<file path="src/rtl/masked_rcon_seq.sv">
// masked_rcon_seq
//   Steps a GF(2^n) doubling register once per accepted round and presents
//   each public round constant as a d-share sharing (constant in the top bit
//   of each share group, zeros elsewhere) for the masked datapath.
//   Handshakes: start/busy/done per run, valid/ack per constant.
//   Optional build macro: MASKED_RCON_ZEROIZE_EN forces rc/out to zero while
//   valid=0 so idle buses never carry a stale constant.
//
//   state  | meaning
//   -------+-----------------------------------------------------------
//   S_IDLE | no run active; waiting for start, rc register parked at RC_INIT
//   S_RUN  | constant for 'round' is valid; advances only on ack
module masked_rcon_seq #(
  parameter int d = 1,
  parameter int count = 8,
  parameter int NROUNDS = 10,
  parameter logic [count-1:0] POLY = 8'h1B,
  parameter logic [count-1:0] RC_INIT = 8'h01,
  localparam int RW = (NROUNDS > 1) ? $clog2(NROUNDS) : 1
) (
  input  logic               clk,
  input  logic               rst,
  input  logic               start,
  input  logic               ack,
  output logic               busy,
  output logic               done,
  output logic               valid,
  output logic               last,
  output logic [RW-1:0]      round,
  output logic [count-1:0]   rc,
  output logic [count*d-1:0] out
);

  typedef enum logic {S_IDLE, S_RUN} state_t;

  localparam logic [RW-1:0] LAST_ROUND = RW'(NROUNDS - 1);

  state_t           state;
  logic [count-1:0] rc_q;

  // Multiply by x in GF(2^count): shift left, fold the carried-out MSB back via POLY.
  function automatic logic [count-1:0] rc_step(input logic [count-1:0] v);
    rc_step = {v[count-2:0], 1'b0} ^ (v[count-1] ? POLY : '0);
  endfunction

  // Run sequencing: all handshake outputs and the constant register are registered here.
  always_ff @(posedge clk) begin
    if (rst) begin
      state <= S_IDLE;
      busy  <= 1'b0;
      done  <= 1'b0;
      valid <= 1'b0;
      round <= '0;
      rc_q  <= RC_INIT;
    end else begin
      done <= 1'b0;
      case (state)
        S_IDLE: begin
          if (start) begin
            state <= S_RUN;
            busy  <= 1'b1;
            valid <= 1'b1;
            round <= '0;
            rc_q  <= RC_INIT;
          end
        end
        S_RUN: begin
          // start is deliberately ignored here; a new run needs IDLE first.
          if (ack) begin
            if (round == LAST_ROUND) begin
              state <= S_IDLE;
              busy  <= 1'b0;
              valid <= 1'b0;
              done  <= 1'b1;
              round <= '0;
              rc_q  <= RC_INIT;
            end else begin
              round <= round + RW'(1);
              rc_q  <= rc_step(rc_q);
            end
          end
        end
        default: begin
          state <= S_IDLE;
          busy  <= 1'b0;
          valid <= 1'b0;
        end
      endcase
    end
  end

  assign last = valid && (round == LAST_ROUND);

`ifdef MASKED_RCON_ZEROIZE_EN
  assign rc = valid ? rc_q : '0;
`else
  assign rc = rc_q;
`endif

  // Constant sharing: bit i of rc lands in the top bit of share group i, other shares zero.
  always_comb begin
    out = '0;
    for (int i = 0; i < count; i++) begin
      out[i*d + d - 1] = rc[i];
    end
  end

endmodule

</file>
<file path="config.mk">
export PLATFORM = sky130hd
export DESIGN_NAME = masked_rcon_seq
export DESIGN_NICKNAME = d
export VERILOG_FILES = /design/src/rtl/masked_rcon_seq.sv
export SDC_FILE = /design/constraint.sdc
export NUM_CORES = 1
export LEC_CHECK = 0
export BUFFER_PORTS_ARGS = -buffer_cell sky130_fd_sc_hd__buf_2
export CAP_MARGIN = 20
export CORE_ASPECT_RATIO = 0.75
export CORE_MARGIN = 4
export CORE_UTILIZATION = 25
export CTS_CLUSTER_DIAMETER = 40
export DETAILED_ROUTE_END_ITERATION = 7
export PLACE_DENSITY = 0.54
export REMOVE_ABC_BUFFERS = 1
export SLEW_MARGIN = 5
export SYNTH_ARGS = -nofsm -noshare
export SYNTH_HDL_FRONTEND = slang
export SYNTH_SLANG_ARGS = --single-unit
export TNS_END_PERCENT = 20
</file>
<file path="constraint.sdc">
create_clock -name clk -period 1.67 [get_ports clk]
set_input_delay 0.167 -clock clk [delete_from_list [all_inputs] [get_ports clk]]
set_output_delay 0.167 -clock clk [all_outputs]
set_load 0.02 [all_outputs]
</file>
Word-level counts from Yosys, hierarchy flattened
Index checks and enable logic that the tools add are counted.
{ "totals": {"reg_bits": 15, "latchBits": 0, "ram_bits": 0, "rom_bits": 0, "input_bits": 4, "output_inout_bits": 24, "word_cells": 35, "n_memories": 0} }
{ "op_classes": {"addsub": 1, "n_mul": 0, "div_mod_pow": 0, "n_lt_le_gt_ge": 0, "eq_ne": 4, "shifts": 0, "muxes": 18, "n_bitwise": 3, "reduce_logical": 4} }
{ "ops": {"columns": ["op", "n"], "rows": [
  ["8-bit two-way mux", 3],
  ["8-bit one-hot mux with 2 select lines", 1],
  ["4-bit two-way mux", 3],
  ["4-bit one-hot mux with 2 select lines", 1],
  ["8-bit by 5-bit XOR with 8-bit output", 1],
  ["1-bit two-way mux", 7],
  ["5-bit two-way mux", 1],
  ["4-bit by 1-bit adder with 4-bit output (second input constant)", 1],
  ["4-bit == test (second input constant)", 1],
  ["2-bit inequality test (second input constant)", 2],
  ["1-bit one-hot mux with 2 select lines", 2],
  ["3-bit AND reduction", 1],
  ["3-bit OR reduction", 1],
  ["2-bit by 1-bit inequality test with 1-bit output (second input constant)", 1],
  ["1-bit inverter", 2],
  ["2-bit AND reduction", 1],
  ["1-bit logical AND", 1]
]} }

Longest topological paths before layout
{ "depth": {"depth_word": 5, "ltp_mapped": 5, "mapped_depth_nobuf": 5} }

Least setup slack after synthesis
Ideal clock, no wire load.
{ "synth_timing": {"path_type": "register -> register", "start": "register round[0]", "end": "register round[1]", "setup_ns": 0.147, "arrival_time_ns": 1.390, "t_required_ns": 1.523, "slack_ns": 0.134, "stages_incl_launch_ff": 5, "n_path_buf": 0, "path_cell_list": "dfxtp_1 > ha_1 > nand3b_1 > o211ai_1 > a211oi_1"} }
{ "synth_via": {"elab_chain_cells": 4, "word_cells_on_any_way": 5, "cone_classes": "1 x add/sub; 1 x eq/ne; 3 x mux"} }
{ "synth_lines": {"columns": ["element", "line_no", "text"], "rows": [
  ["from (decl)", "29", "output logic [RW-1:0] round,"],
  ["from (signal assigned)", "78", "round <= round + RW'(1);"],
  ["4-bit by 1-bit adder with 4-bit output or 4-bit == test (tied branches)", "78, 70", null],
  ["4-bit two-way mux (*)", "70", "if (round == LAST_ROUND) begin"],
  ["4-bit two-way mux (*)", "69", "if (ack) begin"],
  ["4-bit one-hot mux with 2 select lines (*)", "57", "case (state)"]
]} }
Every way passes the cells marked *; elsewhere a longest branch is shown, timed or not. The select of a mux whose other input is x is not followed.
A chain may end at the register's enable or synchronous reset.

Worst setup path in the final report
{ "layout_timing": {"start": "register round[1]", "end": "register rc_q[1], in the netlist out[1]"} }
{ "layout_via": {"elab_chain_cells": 4} }
{ "layout_lines": {"columns": ["element", "line_no", "text"], "rows": [
  ["4-bit == test", "70", null],
  ["8-bit two-way mux", "70", null],
  ["8-bit two-way mux", "69", null],
  ["8-bit one-hot mux with 2 select lines", "57", null],
  ["to (signal assigned)", "79", "rc_q <= rc_step(rc_q);"],
  ["to (decl)", "39", "logic [count-1:0] rc_q;"]
]} }
No other way between the ends. The select of a mux whose other input is x is not followed.

==> results.cfg <==
[grt]
grt.busiest_layer = met2
grt_pass1_vias = 510
overflow = 0
antenna_found_initial = 0
grt_pass1_wl_mm = 2.50
grt_usage_pct = 9.06
grt_max_degree = 12
met2_usage_pct = 14.4
met1_usage_pct = 10.5
grt_use_met3_pct = 5.04

[critical_path]
cp_max_fo = 8
cp_data_arrival_time_ns = 1.59
worstSetupEndpointType = flop
crit_required_ns = 1.82
path_class = reg -> reg
worst_setup_path_start_kind = flop

[floorplan]
core_area_mm2 = 0.00264
start_util_pct = 26.4
pin_count = 28
dieArea_mm2 = 0.00371
fp.dieH_um = 53.8
num_rows = 16
die_width_um = 69.0

[layout]
num-nets-final = 105
stdcell_area_um2 = 860
final_layout_size_suffix_gt1_share_pct = 34.7
antennaDiodeCount = 0
synthToLayoutAreaGrowth_pct = 23.1
utilization_pct = 32.5

[timing]
holdWs_ns = 0.155
grt_setup_unrepaired = false
hold_violations = 0
layout_setup_ws_ns = 0.236
layout_min_cycle_time_ns = 1.43
fmax_ghz = 0.697
tns_ns = 0
finClkSkew_ns = 0.00368
fin_crit_sh_pct = 85.9
relSlewSlack_pct = 81.1
slew_violations = 0
worst-slew-pin-transition_ns = 0.283
setup_viol = 0

[job]
max-cap-violations = 0

[yosys]
synth_warnings = 0
synthTopCellsByArea = dfxtp_1 (43%), buf_4 (11%), xnor2_1 (5.0%)
synth_compound_area_share_pct = 16.5
synthAdderAreaFrac_pct = 3.58
synth_xor_area_share_pct = 5.02
ys_ff_latch = 15
syn-cell-area_um2 = 698
synthCells = 76
synth_most_common_cell = dfxtp_1
synth_seq_area_share_pct = 43.0
yosysTopAreaCell = dfxtp_1
avgSynthCellArea_um2 = 9.19
synthMuxAreaShare_pct = 3.05
synth_edf_count = 0
synth_flop_cell = dfxtp_1
yosysUniqueCellTypes = 26
async_reset_ff_share_pct = 0
synthTopCellsByCount = dfxtp_1 (15), buf_4 (10), nor2_1 (8), nand2_1 (5)
synth-simple-area-share_pct = 15.4
synth_top_area_share_pct = 43.0
synth_top_family_by_area = compound AO/OA/AOI/OAI gates

[clock_tree]
htree_levels = 1
clockBufferDepth = 2
cts_sinks = 15
clk_pin_slew_ns = 0.06
clock_latency_ns = 0.25
root_buffer = clkbuf_8
hold_buffers = 0
postCtsResizedCells = 0
cts_setup_buffers = 0
cts_tree = done
cts_buffers = 3

[power]
leakage_nw = 0.385
ir_drop_v = 0.000281
p_per_area_mw_per_mm2 = 931

[placement]
dp_slack_ns = 0.247
io_buffers = 27
place_hpwl_mm = 1.21
routabilityCongestion = 0.732
postPlaceCellArea_um2 = 815

[drt]
drcViolationCount = 0
ant_nets = 0
drt_iter0_drc = 25
vias = 599
dr.pass1.iters = 4
wl_per_cell_um = 11.8
drt_wl_total_mm = 1.58
viasPerCell = 4.47

[worst_hold_path]
worstHoldPathType = in -> reg

[outcome]
run_status = completed
-- sequential cells by signal (all words and copies together), names as in the netlist --
name	flops
done	1
out	8
round	4
state	1
valid	1
-- worst max-delay path, stage by stage, from the launching register on --
cell and delay [ns]:
dfxtp_1 0.39, inv_1 0.07, ha_1 0.20, nand3b_1 0.20
o211ai_1 0.11, buf_4 0.17, a211oi_1 0.19
-- cells in the final DEF (no fill, tap or decap), types with 2 or more instances in the layout --
master / Yosys / final
a211oi_1: 4 / 4
a21oi_1: 2 / 2
a32oi_1: 3 / 3
buf_2: 0 / 27
buf_4: 10 / 2
clkbuf_8: 0 / 3
dfxtp_1: 15 / 15
ha_1: 2 / 2
inv_1: 4 / 4
nand2_1: 5 / 5
nor2_1: 8 / 8
o21a_1: 2 / 2
o21ai_0: 2 / 2
or3_1: 2 / 2
xnor2_1: 4 / 4
-- stage by stage --
step                std cells  total power (W)
floorplan                  65         0.000472
global placement          130         0.000518
detailed placement        130         0.000521
CTS                       134         0.000815
global route              134         0.000843
finish                    134         0.000800
-- metal layers --
layer | wire length [um] | vias up
li1 | - | 297
met1 | 697 | 274
met2 | 724 | 23
met3 | 137 | 5
met4 | 16 | 0
met5 | 0 | -
-- report_power, final --
| part | total [W] | internal, W | switching (W) |
|---|---|---|---|
| registers | 0.000392 | 0.000374 | 0.0000180 |
| clock network | 0.000288 | 0.000169 | 0.000119 |
| logic | 0.000120 | 0.0000454 | 0.0000749 |
-- path summary, 6_finish.rpt --
kind,from,to,slack (ns),cells after the start
max,round[1]$_SDFFE_PP0P_,out[1]$_SDFFE_PP0P_,0.24,6
min,start,state$_SDFF_PP0_,0.16,2
min reg2reg,valid$_SDFFE_PP0P_,valid$_SDFFE_PP0P_,0.49,2
max reg2reg,round[1]$_SDFFE_PP0P_,out[1]$_SDFFE_PP0P_,0.24,6
-- area by class of cell --
| type | instances | area [um^2] |
|---|---|---|
| Inverter | 4 | 15.0 |
| Sequential cell | 15 | 300 |
| Tap cell | 36 | 45.0 |
| Clock buffer | 4 | 45.0 |
| Fill cell | 297 | 1780 |
| Multi-Input combinational cell | 46 | 304 |
| Timing Repair Buffer | 29 | 150 |
-- cell families after synthesis --
family / Yosys count
DFF: 15
xor gates and xnor gates: 4
AOI/OAI and AO/OA: 16
and+or+nand+nor: 22
buffers and inverters: 15
muxes: 2
adders and majority gates: 2
No activity file was read; power rests on OpenSTA's default activity.
